===== src/rtl/cpu_pkg.sv =====
// rtl/cpu_pkg.sv - opcodes, FSM states, status bits and decode helpers for cpu_core (INDEX state only with CPU_INDEXED_MODES_EN)
package cpu_pkg;

    localparam int FLAG_C = 0;
    localparam int FLAG_Z = 1;
    localparam int FLAG_I = 2;
    localparam int FLAG_D = 3;
    localparam int FLAG_B = 4;
    localparam int FLAG_V = 6;
    localparam int FLAG_N = 7;

    localparam logic [7:0] OP_LDA_IMM = 8'hA9;
    localparam logic [7:0] OP_LDX_IMM = 8'hA2;
    localparam logic [7:0] OP_LDY_IMM = 8'hA0;
    localparam logic [7:0] OP_ADC_IMM = 8'h69;
    localparam logic [7:0] OP_SBC_IMM = 8'hE9;
    localparam logic [7:0] OP_LDA_ZP  = 8'hA5;
    localparam logic [7:0] OP_LDX_ZP  = 8'hA6;
    localparam logic [7:0] OP_LDY_ZP  = 8'hA4;
    localparam logic [7:0] OP_ADC_ZP  = 8'h65;
    localparam logic [7:0] OP_STA_ZP  = 8'h85;
    localparam logic [7:0] OP_STX_ZP  = 8'h86;
    localparam logic [7:0] OP_STY_ZP  = 8'h84;
    localparam logic [7:0] OP_JMP_ABS = 8'h4C;
    localparam logic [7:0] OP_LDA_ZPX = 8'hB5;
    localparam logic [7:0] OP_STA_ZPX = 8'h95;
    localparam logic [7:0] OP_LDX_ZPY = 8'hB6;
    localparam logic [7:0] OP_TAX     = 8'hAA;
    localparam logic [7:0] OP_TAY     = 8'hA8;
    localparam logic [7:0] OP_TXA     = 8'h8A;
    localparam logic [7:0] OP_TYA     = 8'h98;
    localparam logic [7:0] OP_INX     = 8'hE8;
    localparam logic [7:0] OP_INY     = 8'hC8;
    localparam logic [7:0] OP_DEX     = 8'hCA;
    localparam logic [7:0] OP_DEY     = 8'h88;
    localparam logic [7:0] OP_CLC     = 8'h18;
    localparam logic [7:0] OP_SEC     = 8'h38;
    localparam logic [7:0] OP_NOP     = 8'hEA;

    typedef enum logic [2:0] {
        RESET_LO,
        RESET_HI,
        FETCH,
        OPERAND,
        ADDR_HI,
        ZP_READ,
        ZP_WRITE
`ifdef CPU_INDEXED_MODES_EN
        , INDEX
`endif
    } state_t;

    function automatic logic is_imm(input logic [7:0] op);
        return (op == OP_LDA_IMM) || (op == OP_LDX_IMM) || (op == OP_LDY_IMM) ||
               (op == OP_ADC_IMM) || (op == OP_SBC_IMM);
    endfunction

    function automatic logic is_zp_read(input logic [7:0] op);
        return (op == OP_LDA_ZP) || (op == OP_LDX_ZP) || (op == OP_LDY_ZP) || (op == OP_ADC_ZP);
    endfunction

    function automatic logic is_zp_write(input logic [7:0] op);
        return (op == OP_STA_ZP) || (op == OP_STX_ZP) || (op == OP_STY_ZP);
    endfunction

    function automatic logic is_indexed(input logic [7:0] op);
`ifdef CPU_INDEXED_MODES_EN
        return (op == OP_LDA_ZPX) || (op == OP_STA_ZPX) || (op == OP_LDX_ZPY);
`else
        return (op == 8'h00) && (op != 8'h00);
`endif
    endfunction

    // Anything that does not fetch an operand byte, including unknown opcodes, runs as a 2-tick implied op.
    function automatic logic needs_operand(input logic [7:0] op);
        return is_imm(op) || is_zp_read(op) || is_zp_write(op) || is_indexed(op) || (op == OP_JMP_ABS);
    endfunction

    function automatic logic [7:0] set_nz(input logic [7:0] p, input logic [7:0] v);
        logic [7:0] r;
        r         = p;
        r[FLAG_Z] = (v == 8'h00);
        r[FLAG_N] = v[7];
        return r;
    endfunction

endpackage


===== src/rtl/cpu_alu.sv =====
// rtl/cpu_alu.sv - 8-bit binary adder with subtract, carry, overflow, zero and negative outputs
module cpu_alu (
    input  logic [7:0] a,
    input  logic [7:0] b,
    input  logic       carry_in,
    input  logic       subtract,
    output logic [7:0] result,
    output logic       carry,
    output logic       overflow,
    output logic       zero,
    output logic       negative
);

    logic [7:0] operand;
    logic [8:0] sum;

    // Subtraction is A + ~M + C, so overflow must look at the inverted operand actually fed to the adder.
    always_comb begin
        operand = subtract ? ~b : b;
        sum     = {1'b0, a} + {1'b0, operand} + {8'h00, carry_in};
    end

    assign result   = sum[7:0];
    assign carry    = sum[8];
    assign overflow = (a[7] == operand[7]) && (sum[7] != a[7]);
    assign zero     = (sum[7:0] == 8'h00);
    assign negative = sum[7];

endmodule


===== src/rtl/cpu_core.sv =====
// rtl/cpu_core.sv - 6502-style core on a ticked byte bus; CPU_INDEXED_MODES_EN adds LDA zp,X / STA zp,X / LDX zp,Y
module cpu_core
    import cpu_pkg::*;
#(
    parameter int unsigned CLOCK_DIVIDER = 12,
    parameter logic [15:0] RESET_VECTOR  = 16'hFFFC,
    parameter logic [7:0]  RESET_STATUS  = 8'h34
) (
    input  logic        clock_i,
    input  logic        reset_i,
    input  logic [7:0]  data_i,
    input  logic        data_valid_i,
    output logic [7:0]  data_o,
    output logic [15:0] address_o,
    output logic        address_valid_o,
    output logic        data_valid_o,
    output logic [15:0] program_counter_o,
    output logic [7:0]  accumulator_o,
    output logic [7:0]  index_x_o,
    output logic [7:0]  index_y_o,
    output logic [7:0]  status_o,
    output logic        instruction_done_o
);

    localparam int unsigned DIV_W = (CLOCK_DIVIDER > 1) ? $clog2(CLOCK_DIVIDER) : 1;
    localparam logic [DIV_W-1:0] DIV_LAST = DIV_W'(CLOCK_DIVIDER - 1);

    state_t      state, state_next;
    logic [DIV_W-1:0] divider, divider_next;
    logic [15:0] pc, pc_next, address_q, address_next, retire_pc;
    logic [7:0]  acc, acc_next, idx_x, idx_x_next, idx_y, idx_y_next;
    logic [7:0]  status, status_next, opcode, opcode_next, operand, operand_next;
    logic [7:0]  data_q, data_next;
    logic        address_valid_q, address_valid_next, data_valid_q, data_valid_next;
    logic        done_q, done_next, tick, retire, load_en;
    logic [7:0]  alu_a, alu_b, alu_result;
    logic        alu_cin, alu_sub, alu_carry, alu_overflow, alu_zero, alu_negative;

    assign tick = (divider == DIV_LAST);

    cpu_alu u_alu (
        .a        (alu_a),
        .b        (alu_b),
        .carry_in (alu_cin),
        .subtract (alu_sub),
        .result   (alu_result),
        .carry    (alu_carry),
        .overflow (alu_overflow),
        .zero     (alu_zero),
        .negative (alu_negative)
    );

    // Increments/decrements are X/Y +/- 1; decrement is X + ~1 + 1.
    always_comb begin
        alu_a   = acc;
        alu_b   = data_i;
        alu_cin = status[FLAG_C];
        alu_sub = (opcode == OP_SBC_IMM);
        case (opcode)
            OP_INX:  begin alu_a = idx_x; alu_b = 8'h01; alu_cin = 1'b0; alu_sub = 1'b0; end
            OP_INY:  begin alu_a = idx_y; alu_b = 8'h01; alu_cin = 1'b0; alu_sub = 1'b0; end
            OP_DEX:  begin alu_a = idx_x; alu_b = 8'h01; alu_cin = 1'b1; alu_sub = 1'b1; end
            OP_DEY:  begin alu_a = idx_y; alu_b = 8'h01; alu_cin = 1'b1; alu_sub = 1'b1; end
            default: ;
        endcase
`ifdef CPU_INDEXED_MODES_EN
        if (state == INDEX) begin
            alu_a   = operand;
            alu_b   = (opcode == OP_LDX_ZPY) ? idx_y : idx_x;
            alu_cin = 1'b0;
            alu_sub = 1'b0;
        end
`endif
    end

    always_comb begin
        state_next         = state;
        divider_next       = tick ? '0 : divider + 1'b1;
        pc_next            = pc;
        acc_next           = acc;
        idx_x_next         = idx_x;
        idx_y_next         = idx_y;
        status_next        = status;
        opcode_next        = opcode;
        operand_next       = operand;
        address_next       = address_q;
        address_valid_next = address_valid_q;
        data_next          = data_q;
        data_valid_next    = data_valid_q;
        done_next          = 1'b0;
        retire             = 1'b0;
        retire_pc          = pc;
        load_en            = 1'b0;

        if (tick) begin
            case (state)
                RESET_LO: if (data_valid_i) begin
                    pc_next[7:0] = data_i;
                    address_next = RESET_VECTOR + 16'd1;
                    state_next   = RESET_HI;
                end
                RESET_HI: if (data_valid_i) begin
                    pc_next[15:8] = data_i;
                    address_next  = {data_i, pc[7:0]};
                    state_next    = FETCH;
                end
                FETCH: if (data_valid_i) begin
                    opcode_next = data_i;
                    state_next  = OPERAND;
                    if (needs_operand(data_i)) address_next = pc + 16'd1;
                    else                       address_valid_next = 1'b0;
                end
                OPERAND: begin
                    if (!needs_operand(opcode)) begin
                        retire    = 1'b1;
                        retire_pc = pc + 16'd1;
                        case (opcode)
                            OP_TAX: begin idx_x_next = acc;   status_next = set_nz(status, acc);   end
                            OP_TAY: begin idx_y_next = acc;   status_next = set_nz(status, acc);   end
                            OP_TXA: begin acc_next   = idx_x; status_next = set_nz(status, idx_x); end
                            OP_TYA: begin acc_next   = idx_y; status_next = set_nz(status, idx_y); end
                            OP_INX, OP_DEX: begin
                                idx_x_next  = alu_result;
                                status_next = set_nz(status, alu_result);
                            end
                            OP_INY, OP_DEY: begin
                                idx_y_next  = alu_result;
                                status_next = set_nz(status, alu_result);
                            end
                            OP_CLC:  status_next[FLAG_C] = 1'b0;
                            OP_SEC:  status_next[FLAG_C] = 1'b1;
                            default: ;
                        endcase
                    end else if (data_valid_i) begin
                        operand_next = data_i;
                        if (is_imm(opcode)) begin
                            load_en   = 1'b1;
                            retire    = 1'b1;
                            retire_pc = pc + 16'd2;
                        end else if (is_zp_read(opcode)) begin
                            address_next = {8'h00, data_i};
                            state_next   = ZP_READ;
                        end else if (is_zp_write(opcode)) begin
                            address_next    = {8'h00, data_i};
                            data_next       = (opcode == OP_STX_ZP) ? idx_x :
                                              (opcode == OP_STY_ZP) ? idx_y : acc;
                            data_valid_next = 1'b1;
                            state_next      = ZP_WRITE;
                        end else if (opcode == OP_JMP_ABS) begin
                            address_next = pc + 16'd2;
                            state_next   = ADDR_HI;
                        end else begin
`ifdef CPU_INDEXED_MODES_EN
                            address_valid_next = 1'b0;
                            state_next         = INDEX;
`endif
                        end
                    end
                end
                ADDR_HI: if (data_valid_i) begin
                    retire    = 1'b1;
                    retire_pc = {data_i, operand};
                end
                ZP_READ: if (data_valid_i) begin
                    load_en   = 1'b1;
                    retire    = 1'b1;
                    retire_pc = pc + 16'd2;
                end
                ZP_WRITE: begin
                    data_valid_next = 1'b0;
                    retire          = 1'b1;
                    retire_pc       = pc + 16'd2;
                end
`ifdef CPU_INDEXED_MODES_EN
                INDEX: begin
                    address_next       = {8'h00, alu_result};
                    address_valid_next = 1'b1;
                    if (opcode == OP_STA_ZPX) begin
                        data_next       = acc;
                        data_valid_next = 1'b1;
                        state_next      = ZP_WRITE;
                    end else begin
                        state_next = ZP_READ;
                    end
                end
`endif
                default: state_next = FETCH;
            endcase
        end

        if (load_en) begin
            case (opcode)
                OP_LDA_IMM, OP_LDA_ZP, OP_LDA_ZPX: begin
                    acc_next    = data_i;
                    status_next = set_nz(status, data_i);
                end
                OP_LDX_IMM, OP_LDX_ZP, OP_LDX_ZPY: begin
                    idx_x_next  = data_i;
                    status_next = set_nz(status, data_i);
                end
                OP_LDY_IMM, OP_LDY_ZP: begin
                    idx_y_next  = data_i;
                    status_next = set_nz(status, data_i);
                end
                OP_ADC_IMM, OP_ADC_ZP, OP_SBC_IMM: begin
                    acc_next            = alu_result;
                    status_next[FLAG_C] = alu_carry;
                    status_next[FLAG_V] = alu_overflow;
                    status_next[FLAG_Z] = alu_zero;
                    status_next[FLAG_N] = alu_negative;
                end
                default: ;
            endcase
        end

        if (retire) begin
            pc_next            = retire_pc;
            address_next       = retire_pc;
            address_valid_next = 1'b1;
            state_next         = FETCH;
            done_next          = 1'b1;
        end
    end

    always_ff @(posedge clock_i or posedge reset_i) begin
        if (reset_i) begin
            state           <= RESET_LO;
            divider         <= '0;
            pc              <= 16'h0000;
            acc             <= 8'h00;
            idx_x           <= 8'h00;
            idx_y           <= 8'h00;
            status          <= RESET_STATUS;
            opcode          <= 8'h00;
            operand         <= 8'h00;
            address_q       <= RESET_VECTOR;
            address_valid_q <= 1'b1;
            data_q          <= 8'h00;
            data_valid_q    <= 1'b0;
            done_q          <= 1'b0;
        end else begin
            state           <= state_next;
            divider         <= divider_next;
            pc              <= pc_next;
            acc             <= acc_next;
            idx_x           <= idx_x_next;
            idx_y           <= idx_y_next;
            status          <= status_next;
            opcode          <= opcode_next;
            operand         <= operand_next;
            address_q       <= address_next;
            address_valid_q <= address_valid_next;
            data_q          <= data_next;
            data_valid_q    <= data_valid_next;
            done_q          <= done_next;
        end
    end

    assign data_o             = data_q;
    assign address_o          = address_q;
    assign address_valid_o    = address_valid_q;
    assign data_valid_o       = data_valid_q;
    assign program_counter_o  = pc;
    assign accumulator_o      = acc;
    assign index_x_o          = idx_x;
    assign index_y_o          = idx_y;
    assign status_o           = status;
    assign instruction_done_o = done_q;

endmodule

===== config.mk =====
export PLATFORM = sky130hd
export DESIGN_NAME = cpu_core
export DESIGN_NICKNAME = d
export VERILOG_FILES = /design/src/rtl/cpu_pkg.sv /design/src/rtl/cpu_alu.sv /design/src/rtl/cpu_core.sv
export SDC_FILE = /design/constraint.sdc
export NUM_CORES = 1
export LEC_CHECK = 0
export BUFFER_PORTS_ARGS = -buffer_cell sky130_fd_sc_hd__buf_2
export CAP_MARGIN = 0
export CORE_MARGIN = 3
export CORE_UTILIZATION = 25
export DETAILED_ROUTE_END_ITERATION = 10
export GPL_TIMING_DRIVEN = 1
export PLACE_DENSITY = 0.49
export SYNTH_ARGS = -nofsm -noshare
export SYNTH_HDL_FRONTEND = slang
export SYNTH_SLANG_ARGS = --single-unit

===== constraint.sdc =====
create_clock -name clock_i -period 4.4 [get_ports clock_i]
set_input_delay 0.44 -clock clock_i [delete_from_list [all_inputs] [get_ports clock_i]]
set_output_delay 0.44 -clock clock_i [all_outputs]
set_load 0.01 [all_outputs]

==> results of run 1 <==
how the worst min path moves through the flow:
stage,depth (start not counted),startpoint,to
floorplan,1,divider[0],divider[0]
global placement,1,divider[0],divider[0]
detailed placement,1,divider[0],divider[0]
CTS,2,reset_i,opcode[4]
global route,2,reset_i,data_o[4]
finish,2,reset_i,accumulator_o[5]
registers in the layout, summed over array words and instances, names as in the netlist, 4 cells and up:
signal             count
address_o             16
program_counter_o     16
accumulator_o          8
data_o                 8
index_x_o              8
index_y_o              8
opcode                 8
operand                8
divider                4
status_o               4
cell type report:
class | instances | share of cell area, %
Clock buffer | 13 | 2.76
Clock inverter | 3 | 0.234
Sequential cell | 94 | 26.1
Inverter | 12 | 0.524
Multi-Input combinational cell | 802 | 57.2
Tap cell | 396 | 5.46
Timing Repair Buffer | 120 | 7.69
kinds of logic (layout without fill, tap and decap cells):
logic type               count (synthesis)  after routing  synth area share [%]
buffers and inverters                   95            148                  5.58
adder cells (fa/ha/maj)                 12             12                  2.06
AO/OA/AOI/OAI                          341            341                  28.8
flip-flops                              94             94                  29.6
XOR/XNOR                                32             32                  3.50
multiplexers                            56             56                  7.40
other                                    2              4                0.0939
AND/OR/NAND/NOR                        357            357                  23.0
layout by cell type, fill, tap and decap left out, drive strengths merged, types with 10 or more instances in the layout:
cell type	count
a211oi	16
a21oi	95
a22o	10
a22oi	43
a31oi	11
buf	120
clkbuf	13
dfrtp	79
dfstp	15
ha	10
inv	10
mux2	25
mux2i	31
nand2	97
nand3	26
nor2	99
nor2b	17
nor3	37
nor4	20
o211ai	21
o21ai	66
xnor2	21
xor2	11
where the power goes:
group / internal (mW) / switching [mW]
Combinational: 0.208 / 0.349
Sequential: 0.917 / 0.0874
Clock: 0.400 / 0.372
Total: 1.53 / 0.808
critical path, cell delays in order (launching register included):
cell and delay [ps]:
dfrtp_1 740, nor4b_4 130, nor2_2 700, a21oi_1 210, fa_1 500, nand2b_1 190
a21oi_1 240, o31ai_1 130, a21oi_1 310, xor2_1 230, and3_1 240, o31a_1 270
routing by layer:
layer	vias to the layer above	track usage (%)
li1	3801	-
met3	73	3.50
met2	421	29.1
met4	0	7.14
met1	4081	26.1
met5	-	0
stage by stage:
| stage | hold slack (ps) | instances | total power [mW] |
|---|---|---|---|
| after floorplan | 433 | 991 | 1.38 |
| after CTS | 280 | 1440 | 2.36 |
| after global routing | 311 | 1440 | 2.44 |
| after detailed placement | 455 | 1424 | 1.57 |
| after global placement | 454 | 1424 | 1.57 |
| final | 255 | 1440 | 2.33 |
==> results.sh, run 1 <==
export IMPL_synth_area_um2=8000
export IMPL_vias=8376
export IMPL_root_buffer="clkbuf_16"
export IMPL_cts_tree="done"
export IMPL_required_ps=4650
export IMPL_cts_clk_slew_worst_paths_ps=70
export IMPL_postSynth_asyncResetShare_pct=100
export IMPL_area_delta_synth_final_pct=13.4
export IMPL_nNetsFinal=1062
export IMPL_grt_pass1_vias=7959
export IMPL_yosysSeqAreaShare_pct=29.6
export IMPL_status="completed"
export IMPL_register_area_um2=2370
export IMPL_crit_type="register to register"
export IMPL_start_util_pct=25.7
export IMPL_antenna_found_initial=0
export IMPL_io_buffers=81
export IMPL_wl_met3_um=2580
export IMPL_synthTopCellsByArea="dfrtp_1 (25%), a21oi_1 (5.8%), dfstp_2 (4.9%), nor2_1 (4.6%), nand2_1 (4.4%)"
export IMPL_viasPerCell=5.82
export IMPL_wl_met2_um=14500
export IMPL_dpl_hpwl_um=23100
export IMPL_multi_input_comb_area_um2=5190
export IMPL_drc=0
export IMPL_max_slew_worst_pin_slew_ps=955
export IMPL_gp_congestion=0.943
export IMPL_boundaryPins=86
export IMPL_clock_skew_ps=10.4
export IMPL_antenna_cells=0
export IMPL_yosys_area_top_type="dfrtp_1"
export IMPL_r2r_cells=11
export IMPL_ir_drop_uv=173
export IMPL_hold_path_class="primary input to async pin"
export IMPL_critPathLaunch="opcode[0]"
export IMPL_p_leak_nw=3.53
export IMPL_globalRouteOverflowTotal=0
export IMPL_worstSetupStartpointType="register"
export IMPL_grt_max_degree=63
export IMPL_netlist_instances=989
export IMPL_ys_types=90
export IMPL_slew_headroom_pct=36.4
export IMPL_synth_seq_cells=94
export IMPL_cts_hold_buf=0
export IMPL_final_util_pct=29.2
export IMPL_cts_made_buffers=9
export IMPL_first_iter_violations=854
export IMPL_fin_crit_sh_pct=90.7
export IMPL_cts_resized=0
export IMPL_final_area_um2=9070
export IMPL_place_area_um2=8800
export IMPL_die_area_um2=34200
export IMPL_die_w_um=185
export IMPL_timing_rr_end="index_x_o[7]"
export IMPL_power_density_nw_per_um2=257
export IMPL_maxCapViolCount=0
export IMPL_grt_pass1_wl_um=49600
export IMPL_drt_met1_wl_um=14500
export IMPL_wl_per_cell_um=22.8
export IMPL_synth_top_area_share_pct=24.7
export IMPL_r2r_start="opcode[0]"
export IMPL_setup_slack_ps=408
export IMPL_core_area_um2=31100
export IMPL_endpoint_kind="register"
export IMPL_tns_ps=0
export IMPL_crit_fanout=19
export IMPL_setup_viol=0
export IMPL_critPathCapture="index_x_o[7]"
export IMPL_avgSynthCellArea_um2=8.09
export IMPL_synth_edff_count=0
export IMPL_grt_setup_unrepaired="false"
export IMPL_ant_nets=0
export IMPL_topRoutingLayerUsed="met4"
export IMPL_arrival_ps=4240
export IMPL_min_period_ps=3990
export IMPL_hold_viol=0
export IMPL_cts_sinks=94
export IMPL_dp_slack_ps=401
export IMPL_fillers=3396
export IMPL_yosysMostFrequentCell="nor2_1"
export IMPL_die_height_um=185
export IMPL_insertion_delay_ps=370
export IMPL_dr_pass1_iters=5
export IMPL_rows=64
export IMPL_clk_path_buf_depth=2
export IMPL_synthTopCellsByCount="nor2_1 (97), nand2_1 (94), a21oi_1 (93), dfrtp_1 (79), o21ai_0 (59)"
export IMPL_ys_warnings_count=0
export IMPL_synth_flop_cell="dfrtp_1"
export IMPL_grt_usage_pct=18.8
export IMPL_fmax_mhz=250
export IMPL_cts_setup_buffers=0
export IMPL_slew_violations=0
export IMPL_rrSetupSlack_ps=410
export IMPL_drive_gt1_share_pct=19.6
export IMPL_htree_levels=3
export IMPL_wirelength_um=32800
No activity file was read; power rests on OpenSTA's default activity.
==> run 2: changes to the inputs <==
--- a/config.mk
+++ b/config.mk
@@ -7,6 +7,7 @@
 export LEC_CHECK = 0
 export BUFFER_PORTS_ARGS = -buffer_cell sky130_fd_sc_hd__buf_2
 export CAP_MARGIN = 0
+export CORE_ASPECT_RATIO = 1.25
 export CORE_MARGIN = 3
 export CORE_UTILIZATION = 25
 export DETAILED_ROUTE_END_ITERATION = 10
==> results.sh, run 2 (same netlist as run 1, synthesis figures left out) <==
export IMPL_viasPerCell=5.77
export IMPL_area_delta_synth_final_pct=13.4
export IMPL_insertion_delay_ps=370
export IMPL_vias=8312
export IMPL_p_total_mw=2.44
export IMPL_crit_fanout=19
export IMPL_antenna_cells=0
export IMPL_first_iter_violations=841
export IMPL_r2r_start="opcode[2]"
export IMPL_dpl_hpwl_um=23300
export IMPL_die_area_um2=34200
export IMPL_fin_crit_sh_pct=93.7
export IMPL_p_leak_nw=3.51
export IMPL_tns_ps=0
export IMPL_power_density_nw_per_um2=269
export IMPL_arrival_ps=4360
export IMPL_wl_per_cell_um=23.1
export IMPL_core_area_um2=31300
export IMPL_grt_pass1_wl_um=51100
export IMPL_cts_clk_slew_worst_paths_ps=90
export IMPL_cts_hold_buf=0
export IMPL_die_height_um=206
export IMPL_fin_cells=1441
export IMPL_worstSetupStartpointType="register"
export IMPL_maxCapViolCount=0
export IMPL_setup_viol=0
export IMPL_crit_type="register to register"
export IMPL_io_buffers=81
export IMPL_mostFrequentLayoutCell="nor2_1"
export IMPL_clock_skew_ps=23.4
export IMPL_antenna_found_initial=0
export IMPL_grt_usage_pct=19.0
export IMPL_hold_path_class="primary input to async pin"
export IMPL_slew_violations=0
export IMPL_fmax_mhz=243
export IMPL_min_period_ps=4120
export IMPL_max_slew_worst_pin_slew_ps=999
export IMPL_nNetsFinal=1052
export IMPL_cts_tree="done"
export IMPL_final_cell_mix="nor2_1 (97), nand2_1 (94), a21oi_1 (93)"
export IMPL_hold_viol=0
export IMPL_cts_setup_buffers=0
export IMPL_drive_gt1_share_pct=19.1
export IMPL_gp_congestion=0.923
export IMPL_critPathLaunch="opcode[2]"
export IMPL_boundaryPins=86
export IMPL_drc=0
export IMPL_register_area_um2=2370
export IMPL_required_ps=4640
export IMPL_dp_cells=1425
export IMPL_start_util_pct=25.6
export IMPL_ant_nets=0
export IMPL_r2r_cells=12
export IMPL_fillers=3373
export IMPL_clk_path_buf_depth=2
export IMPL_grt_setup_unrepaired="false"
export IMPL_htree_levels=3
export IMPL_multi_input_comb_area_um2=5190
export IMPL_root_buffer="clkbuf_16"
export IMPL_grt_max_degree=67
export IMPL_grt_pass1_vias=8220
export IMPL_ir_drop_uv=143
export IMPL_cts_resized=0
export IMPL_final_util_pct=29.0
export IMPL_rows=72
export IMPL_dr_pass1_iters=5
export IMPL_cts_sinks=94
export IMPL_cts_made_buffers=9
export IMPL_status="completed"
export IMPL_slew_headroom_pct=33.4
export IMPL_endpoint_kind="register"
export IMPL_wirelength_um=33300
export IMPL_globalRouteOverflowTotal=0
export IMPL_die_w_um=166
[run 2: cell types whose count changed in the layout (fill, tap and decap cells not counted)]
cell / change
buf_12: +1
clkinv_8: +1
inv_8: +1
inv_6: +2
clkinv_2: -1
clkbuf_1: -3
bufinv_16: +1
buf_4: -11
clkbuf_8: -1
[run 2: path summary, 6_finish.rpt]
path | to | slack, ps
max | index_x_o[7] | 280
min | operand[7] | 280
max reg2reg | index_x_o[7] | 280
min reg2reg | divider[0] | 480
max in group asynchronous | address_o[6] | 3140
min in group clock_i | address_o[9] | 440
[run 2: metrics by stage]
stage	setup WS [ps]	area (um2)	hold WS (ps)
2_1_floorplan	504	8010	433
3_3_place_gp	454	8750	462
3_5_place_dp	369	8750	462
4_1_cts	333	9070	329
5_1_grt	78.0	9070	376
6_report	278	9070	285
[run 2: area by class of cell]
cell class                 instances  share of cell area, %
multi-input combinational        802                   57.2
sequential                        94                   26.1
clock buffer                       9                   2.48
timing repair buffer             110                   7.01
clock inverter                     7                   1.01
inverter                          12                  0.524
tap                              407                   5.61
[run 2: critical path: stages (launching register included)]
cell	delay (ps)
dfrtp_1	530
nand4bb_2	320
nor4b_4	80
nor2_2	700
a21oi_1	210
fa_1	490
nand2b_1	190
a21oi_1	220
o31ai_1	110
a21oi_1	350
xor2_1	260
and3_1	250
o31a_1	280
[run 2: where the power goes]
part | internal, mW | leakage [nW] | switching (mW) | total, mW
logic | 0.203 | 2.23 | 0.345 | 0.547
registers | 0.917 | 1.13 | 0.0959 | 1.01
clock network | 0.456 | 0.151 | 0.420 | 0.876
total | 1.58 | 3.51 | 0.860 | 2.44
[run 2: metal layers]
layer / vias up / GRT usage [%] / part of all wire [%]
met5: - / 0 / 0
met4: 0 / 7.49 / 4.3
met3: 97 / 2.58 / 6.5
met2: 382 / 32.7 / 48
met1: 4056 / 24.1 / 41
li1: 3777 / - / -
